## src/rtl/mmio_out_port_pkg.sv

```systemverilog
// Shared chipset types: bus word, memory command flags, output-port FSM states,
// and the I/O addresses claimed by the memory-mapped output port.
`ifndef TYPEDEF_COLLECTION_DEFINES
`define TYPEDEF_COLLECTION_DEFINES
`define REGSIZE 8
`define IO_PORT_ADDR 8'hFF
`define IO_STATUS_ADDR 8'hFE
`endif

package typedef_collection;

  typedef logic [`REGSIZE-1:0] DEFAULT_TYPE;

  typedef enum logic [1:0] {
    MEMORY_NOP   = 2'd0,
    MEMORY_READ  = 2'd1,
    MEMORY_WRITE = 2'd2
  } MEMORY_FLAG_TYPE;

  typedef enum logic {
    OUT_PORT_IDLE    = 1'b0,
    OUT_PORT_PRESENT = 1'b1
  } OUT_PORT_STATE_TYPE;

endpackage

```

## src/rtl/mmio_out_port_fifo.sv

```systemverilog
// Small synchronous FIFO of bus words. The head is visible combinationally;
// a push while full is only taken when a pop frees a slot in the same cycle.
module sync_fifo
  import typedef_collection::*;
#(
  parameter int DEPTH = 4
) (
  input  logic                     CLOCK,
  input  logic                     RESET,
  input  logic                     push,
  input  logic                     pop,
  input  DEFAULT_TYPE              data_in,
  output DEFAULT_TYPE              head,
  output logic                     full,
  output logic                     empty,
  output logic [$clog2(DEPTH):0]   count
);

  localparam int AW = $clog2(DEPTH);
  localparam int CW = AW + 1;

  DEFAULT_TYPE       mem [DEPTH];
  logic [AW-1:0]     wr_ptr;
  logic [AW-1:0]     rd_ptr;
  logic              wr_en;
  logic              rd_en;

  assign full  = (count == CW'(DEPTH));
  assign empty = (count == '0);
  assign wr_en = push & (~full | pop);
  assign rd_en = pop & ~empty;
  assign head  = mem[rd_ptr];

  // Pointer and occupancy bookkeeping; pointers wrap naturally modulo DEPTH.
  always_ff @(posedge CLOCK) begin
    if (RESET) begin
      wr_ptr <= '0;
      rd_ptr <= '0;
      count  <= '0;
    end else begin
      if (wr_en) wr_ptr <= wr_ptr + 1'b1;
      if (rd_en) rd_ptr <= rd_ptr + 1'b1;
      case ({wr_en, rd_en})
        2'b10:   count <= count + 1'b1;
        2'b01:   count <= count - 1'b1;
        default: count <= count;
      endcase
    end
  end

  // Storage array; contents are don't-care once the pointers are reset.
  always_ff @(posedge CLOCK) begin
    if (wr_en) mem[wr_ptr] <= data_in;
  end

endmodule

```

## src/rtl/mmio_out_port.sv

```systemverilog
// Memory-mapped output port: snoops CPU writes to PORT_ADDR into a FIFO and
// presents them on OUT with a valid/ready handshake. OUT keeps the last word
// shown after the handshake completes. status_data reports {overflow, count}.
module mmio_out_port
  import typedef_collection::*;
#(
  parameter DEFAULT_TYPE PORT_ADDR   = `IO_PORT_ADDR,
  parameter DEFAULT_TYPE STATUS_ADDR = `IO_STATUS_ADDR,
  parameter int          DEPTH       = 4
) (
  input  logic            CLOCK,
  input  logic            RESET,
  input  logic            enable,
  input  DEFAULT_TYPE     addr_bus,
  input  DEFAULT_TYPE     write_bus,
  input  MEMORY_FLAG_TYPE ctrl_bus,
  output DEFAULT_TYPE     OUT,
  output logic            out_valid,
  input  logic            out_ready,
  output DEFAULT_TYPE     status_data
);

  localparam int CW = $clog2(DEPTH) + 1;

  OUT_PORT_STATE_TYPE state;
  OUT_PORT_STATE_TYPE state_next;

  logic           push_req;
  logic           clr_req;
  logic           pop;
  logic           fifo_full;
  logic           fifo_empty;
  logic [CW-1:0]  fifo_count;
  DEFAULT_TYPE    fifo_head;
  logic           overflow;

  // Bus decode: capture and overflow clear only while the CPU owns the bus.
  assign push_req = enable & (ctrl_bus == MEMORY_WRITE) & (addr_bus == PORT_ADDR);
  assign clr_req  = enable & (ctrl_bus == MEMORY_WRITE) & (addr_bus == STATUS_ADDR);

  sync_fifo #(
    .DEPTH (DEPTH)
  ) u_fifo (
    .CLOCK   (CLOCK),
    .RESET   (RESET),
    .push    (push_req),
    .pop     (pop),
    .data_in (write_bus),
    .head    (fifo_head),
    .full    (fifo_full),
    .empty   (fifo_empty),
    .count   (fifo_count)
  );

  // Handshake FSM state register.
  always_ff @(posedge CLOCK) begin
    if (RESET) state <= OUT_PORT_IDLE;
    else       state <= state_next;
  end

  // Next state: enter PRESENT when a word is loaded, leave once accepted with nothing queued.
  always_comb begin
    state_next = state;
    case (state)
      OUT_PORT_IDLE:    if (!fifo_empty) state_next = OUT_PORT_PRESENT;
      OUT_PORT_PRESENT: if (out_ready && fifo_empty) state_next = OUT_PORT_IDLE;
      default:          state_next = OUT_PORT_IDLE;
    endcase
  end

  // FSM outputs: pop when OUT is free (idle) or is being accepted this cycle.
  always_comb begin
    out_valid = 1'b0;
    pop       = 1'b0;
    case (state)
      OUT_PORT_IDLE: begin
        pop = ~fifo_empty;
      end
      OUT_PORT_PRESENT: begin
        out_valid = 1'b1;
        pop       = out_ready & ~fifo_empty;
      end
      default: begin
        out_valid = 1'b0;
        pop       = 1'b0;
      end
    endcase
  end

  // Display latch: loads the FIFO head on every pop, otherwise holds.
  always_ff @(posedge CLOCK) begin
    if (RESET)    OUT <= '0;
    else if (pop) OUT <= fifo_head;
  end

  // Sticky overflow on a dropped push; a drop in the same cycle beats a clear.
  always_ff @(posedge CLOCK) begin
    if (RESET)                               overflow <= 1'b0;
    else if (push_req && fifo_full && !pop)  overflow <= 1'b1;
    else if (clr_req)                        overflow <= 1'b0;
  end

  assign status_data = DEFAULT_TYPE'({overflow, fifo_count});

endmodule

```

## config.mk

```make
export PLATFORM = sky130hd
export DESIGN_NAME = mmio_out_port
export DESIGN_NICKNAME = d
export VERILOG_FILES = /design/src/rtl/mmio_out_port_pkg.sv /design/src/rtl/mmio_out_port_fifo.sv /design/src/rtl/mmio_out_port.sv
export SDC_FILE = /design/constraint.sdc
export NUM_CORES = 1
export LEC_CHECK = 0
export BUFFER_PORTS_ARGS = -buffer_cell sky130_fd_sc_hd__clkbuf_2
export CAP_MARGIN = 10
export CORE_UTILIZATION = 45
export DETAILED_ROUTE_END_ITERATION = 7
export PLACE_DENSITY = 0.67
export SLEW_MARGIN = 20
export SYNTH_ARGS = -nofsm -noshare
export SYNTH_HDL_FRONTEND = slang
export SYNTH_SLANG_ARGS = --single-unit
export TNS_END_PERCENT = 100
```

## constraint.sdc

```tcl
create_clock -name CLOCK -period 4.2 [get_ports CLOCK]
set_input_delay 0.84 -clock CLOCK [delete_from_list [all_inputs] [get_ports CLOCK]]
set_output_delay 0.84 -clock CLOCK [all_outputs]
set_load 0.01 [all_outputs]
```

# ---- Word level (Yosys, flattened, before mapping)
# Memories as Yosys holds them, arrays and structs flattened. A register that Yosys moved wholly into a read port is not among the register bits.
# Cells that the tools add are included.
dict set report totals {
  input_bits 22
  out_inout_bits 17
  latch_bits 0
  reg_bits 9
  mem_bits_ro 0
  word_cells 43
  n_memories 1
  ramBits 32
}
# name depth width read_ports rd_ports_with_merged_regs write_ports line_no
set memory_table {}
lappend memory_table {u_fifo.mem 4 8 1 1 1 mmio_out_port_fifo.sv:22} ;# DEFAULT_TYPE mem [DEPTH];
dict set report classes {
  mux 10
  shifts 0
  bitwise_logic 10
  n_div 0
  n_eq_ne 6
  multipliers 0
  n_reduce_logical 7
  add_sub_neg 4
  n_lt_le_gt_ge 0
}
# cell count
set op_table {}
lappend op_table {{$eq A8 B8 Y1 const B} 2}
lappend op_table {{$mux W1} 7}
lappend op_table {{$and A1 B1 Y1} 6}
lappend op_table {{$pmux W3 S2} 1}
lappend op_table {{$add A2 B1 Y2 const B} 2}
lappend op_table {{$eq A2 B2 Y1 const B} 2}
lappend op_table {{$pmux W1 S2} 2}
lappend op_table {{$reduce_bool A2 Y1} 2}
lappend op_table {{$add A3 B1 Y3 const B} 1}
lappend op_table {{$eq A3 B3 Y1 const B} 1}
lappend op_table {{$logic_and A1 B1 Y1} 3}
lappend op_table {{$logic_not A3 Y1} 1}
lappend op_table {{$not A1 Y1} 3}
lappend op_table {{$sub A3 B1 Y3 const B} 1}
lappend op_table {{$eq A2 B1 Y1 const B} 1}
lappend op_table {{$logic_not A1 Y1} 1}
lappend op_table {{$or A1 B1 Y1} 1}

# ---- Logic depth before layout (Yosys ltp)
dict set report depth {
  ltp_word 8
  mapped_depth 11
  mapped_depth_nobuf 10
}

# ---- Hierarchy
# A second synthesis with hierarchy kept.
dict set report unflattened {
  cells_unflattened 154
  area_unflattened_um2 2125.8
}
# mod instances seq_area_each_um2 cells_each area_per_inst_um2
set by_module_without_submodules {}
lappend by_module_without_submodules {sync_fifo 1 1141.1 96 1645.3}
lappend by_module_without_submodules {mmio_out_port 1 200.2 58 480.5}

# ---- Worst setup path before layout
# OpenSTA, ideal clock, no wires.
dict set report synth_path {
  kind {input to register}
  startpoint {in out_ready}
  endpoint {reg u_fifo.count[2]}
  required_time_ns 4.130
  path_buffers 1
  path_slack_ns 1.601
  t_arrival_ns 2.529
  setup_ns 0.070
  path_stages 11
  cell_sequence {nor2b_1 nand3_1 and3_1 buf_6 inv_1 ha_1 inv_1 fa_1 xor2_1 or3_1 a21oi_1}
}
dict set report synth_via {
  elab_chain_len 6
  elab_cells_between_ends 9
  classes_between {eq/ne (2); mux (2); bitwise (4); reduce/logical (1)}
}
# item line_no
set synth_rtl {}
lappend synth_rtl {{start, declared} mmio_out_port.sv:19} ;# input logic out_ready,
lappend synth_rtl {{$and A1 B1 Y1 (*)} mmio_out_port.sv:81} ;# pop = out_ready & ~fifo_empty;
lappend synth_rtl {{$pmux W1 S2 (*)} mmio_out_port.sv:75} ;# case (state)
lappend synth_rtl {{$or A1 B1 Y1} mmio_out_port_fifo.sv:30} ;# assign wr_en = push & (~full | pop);
lappend synth_rtl {{$and A1 B1 Y1} mmio_out_port_fifo.sv:30}
lappend synth_rtl {{$eq A2 B1 Y1 / $eq A2 B2 Y1 (equally long branches)} mmio_out_port_fifo.sv:43} ;# case ({wr_en, rd_en})
lappend synth_rtl {{$pmux W3 S2 / $reduce_bool A2 Y1 (equally long branches)} n/a}
lappend synth_rtl {{end signal, assigned} mmio_out_port_fifo.sv:44} ;# 2'b10: count <= count + 1'b1;
lappend synth_rtl {{end signal, assigned} mmio_out_port_fifo.sv:45} ;# 2'b01: count <= count - 1'b1;
lappend synth_rtl {{end signal, assigned} mmio_out_port_fifo.sv:46} ;# default: count <= count;
lappend synth_rtl {{end, declared} mmio_out_port_fifo.sv:16} ;# output logic [$clog2(DEPTH):0] count
# Every way passes the cells marked *; elsewhere a longest branch is shown, timed or not.
# A chain may end at the register's enable or synchronous reset.

# ---- Final worst setup path
dict set report layout_path {
  startpoint {in addr_bus[3]}
  endpoint {reg u_fifo.count[2]}
}
dict set report layout_via {
  elab_chain_len 5
  elab_cells_between_ends 7
  classes_between {eq/ne (3); mux (1); bitwise (2); reduce/logical (1)}
}
# item line_no
set layout_rtl {}
lappend layout_rtl {{start, declared} mmio_out_port.sv:14} ;# input DEFAULT_TYPE addr_bus,
lappend layout_rtl {{$eq A8 B8 Y1 (*)} mmio_out_port.sv:38} ;# assign push_req = enable & (ctrl_bus == MEMORY_WRITE) & (addr_bus == PORT_ADDR);
lappend layout_rtl {{$and A1 B1 Y1 (*)} mmio_out_port.sv:38}
lappend layout_rtl {{$and A1 B1 Y1 (*)} mmio_out_port_fifo.sv:30}
lappend layout_rtl {{$eq A2 B1 Y1 / $eq A2 B2 Y1 (equally long branches)} mmio_out_port_fifo.sv:43}
lappend layout_rtl {{$pmux W3 S2 / $reduce_bool A2 Y1 (equally long branches)} n/a}
# Marked as above.

==> reports/metrics.yaml <==
status: "complete, no violations"
synth_cell_types: 32
powerDensity_mw_per_mm2: 392
drt_iter0_markers: 59
post-route-period-util_pct: 60.8
dr_total_vias: 1171
vdd_drop_max_uv: 182
synth_edf_count: 32
power_frac_comb_pct: 6.0
grt_max_degree: 20
drive_above_1_share_pct: 30.0
hold_end: "OUT[6]$_SDFFE_PP0P_"
synthesis.area_mm2: 0.00202
hold_viol: 0
postCtsSetupBuffers: 0
ys.flop_type: "edfxtp_1"
yosysSeqAreaShare_pct: 64.4
min_path_cells: 2
worst_path_most_repeated_cell: "inv_1"
viasPerCell: 5.05
syn2layout_area_growth_pct: 14.1
setup_viol: 0
die_h_um: 69.0
cts_tree: "built"
wl_per_cell_um: 14.8
cts_max_level: 2
core-area_mm2: 0.00432
clkPwrFrac_pct: 36.1
crit_buf_inv: 3
tns_ns: 0
insertion_delay_ns: 0.29
cts.sinks: 49
ys_ff_latch: 49
cts.clk_slew.worst_paths_ns: 0.09
ios: 39
initial_utilization_pct: 46.8
overflow: 0
nets: 207
startpoint_type: "input pin"
diodes: 0
crit_family: "simple AND/OR/NAND/NOR gates"
worstSetupEndpointType: "flop"
p_int_uw: 719
dieArea_mm2: 0.00477
drtPass1Iterations: 4
track_usage_pct: 16.0
post-route-min-period_ns: 2.55
numCtsBuffers: 5
clock.fmax_mhz: 392
tightest_slew_ns: 0.637
rsz0062_at_grt: "no"
postSynth.asyncResetShare_pct: 0
hold_buffers: 0
leakage_nw: 0.824
path_max_fanout: 7
antenna_found_initial: 0
p_switching_uw: 185
r2r_slack_ns: 1.90
synth.yosys.warnings: 0
rows: 24
syn_avg_cell_area_um2: 13.9
fp.dieW_um: 69.0
grt_pass1_wl_mm: 5.88
r2r_end: "u_fifo.count[2]$_SDFFE_PP0P_"
cts.repair.resized: 0
critPathKind: "input pin to flop"
multi_input_comb_area_um2: 633
crit_path_top_delay_cell: "and3_1"
hold_start: "OUT[6]$_SDFFE_PP0P_"
wl_mm: 3.43
drcViolationCount: 0
final_core_util_pct: 53.4
synthCells: 145
power_frac_seq_pct: 58.0
worstPathCellList: "clkbuf_2 -> nand4_1 -> nor4_2 -> and3_1 -> inv_1 -> ha_1 -> inv_1 -> fa_1 -> xor2_1 -> or3_1 -> a21oi_1"
worst_ep_required_time_ns: 4.43
finalWeightedCongestion: 0.706
regArea_mm2: 0.00130
hold_class: "flop to flop"
final_antenna_net_count: 0
swShare_pct: 20.5
port_buffers: 34
max_stage_delay_ns: 0.37
dp_hpwl_mm: 2.46
max_slew_margin_pct: 57.5
cts_buffer_depth: 2
drv_cap: 0
clockRootBuffer: "clkbuf_8"
arrival_ns: 2.78
timing.rr.start: "u_fifo.count[0]$_SDFFE_PP0P_"
fill_cells: 380
first_global_vias: 1251
maxSlewViolCount: 0
reg2reg_depth: 10
skew_ns: 0.00542
## worst max-delay path by stage
stage                      from                            to  slack (ns)  cells past startpoint
finish              addr_bus[3]  u_fifo.count[2]$_SDFFE_PP0P_        1.65                     11
CTS                 addr_bus[3]  u_fifo.count[2]$_SDFFE_PP0P_        1.65                     11
floorplan             out_ready  u_fifo.count[2]$_SDFFE_PP0P_        1.60                     11
detailed placement  addr_bus[3]  u_fifo.count[2]$_SDFFE_PP0P_        1.34                     11
global placement      out_ready  u_fifo.count[2]$_SDFFE_PP0P_        1.47                     11
global route        addr_bus[2]  u_fifo.count[2]$_SDFFE_PP0P_        1.49                     11
## synthesized netlist by cell type, types with 2 or more instances
master | instances | area [µm²]
nor2_1 | 8 | 30.0
mux4_2 | 8 | 180
nor2b_1 | 2 | 12.5
nor3_1 | 2 | 10.0
buf_4 | 6 | 45.0
ha_1 | 5 | 62.6
inv_1 | 7 | 26.3
nand4_1 | 2 | 12.5
a21oi_1 | 11 | 55.1
edfxtp_1 | 32 | 961
nand2_1 | 16 | 60.1
nand2b_1 | 3 | 18.8
and2_1 | 4 | 25.0
dfxtp_1 | 17 | 340
nand3_1 | 2 | 10.0
xor2_1 | 3 | 26.3
clkbuf_1 | 2 | 7.51
## worst reg2reg max path, delay by kind of cell, from the launching register on
family          cells  cell delay, ns
fa+ha+maj           2            0.54
compound gates      1            0.16
simple gates        4            0.86
buf+inv             2            0.14
xor+xnor            1            0.16
flops               1            0.37
## cell type report
type,instances,area share [%]
well taps,52,2.82
repair buffers,34,7.38
multi-input cells,81,27.4
clock inverters,2,1.52
clock buffers,6,3.15
flip-flops and latches,49,56.4
inverters,8,1.30
## power by group through the flow
stage               registers [mW]  logic, mW  clock network [mW]
detailed placement           0.536     0.0542                   0
global placement             0.536     0.0517                   0
finish                       0.524     0.0539               0.326
CTS                          0.525     0.0543               0.334
floorplan                    0.533     0.0372                   0
global route                 0.526     0.0599               0.351
## stage by stage
step	hold WS (ns)	instance area (µm²)	worst slack, ns	instances	power, mW
after CTS	0.459	2310	1.65	232	0.913
after floorplan	0.481	2030	1.60	148	0.571
final	0.456	2310	1.65	232	0.904
after global placement	0.448	2200	1.47	224	0.587
after global routing	0.481	2310	1.49	232	0.936
after detailed placement	0.448	2200	1.34	224	0.590
## per-layer routing
layer,vias up,wire [µm],track usage (%)
met1,570,1460,19.0
met4,0,28,5.22
met5,-,0,0
li1,574,-,-
met3,4,133,4.68
met2,23,1810,27.7
## cells in the final DEF (no fill, tap or decap), types with 2 or more instances in the layout
master / count
nor2_1: 8
a21oi_1: 11
clkbuf_8: 5
nand2b_1: 3
conb_1: 4
edfxtp_1: 32
mux4_2: 8
ha_1: 5
inv_1: 7
nand3_1: 2
xor2_1: 3
nand4_1: 2
nand2_1: 16
and2_1: 4
clkbuf_2: 34
dfxtp_1: 17
nor2b_1: 2
nor3_1: 2
## sequential cells by signal, summed over array words and instances, names as in the netlist
name / cells
u_fifo.count: 3
OUT: 8
state: 1
u_fifo.mem: 32
u_fifo.wr_ptr: 2
overflow: 1
u_fifo.rd_ptr: 2
## cell families after synthesis
family	share of synthesized area, %
buffers and inverters	4.89
adders and majority gates	4.08
and+or+nand+nor	11.2
other	0.185
xor gates and xnor gates	1.73
AOI/OAI and AO/OA	3.40
muxes	10.1
DFF	64.4
No activity file was read; power rests on OpenSTA's default activity.
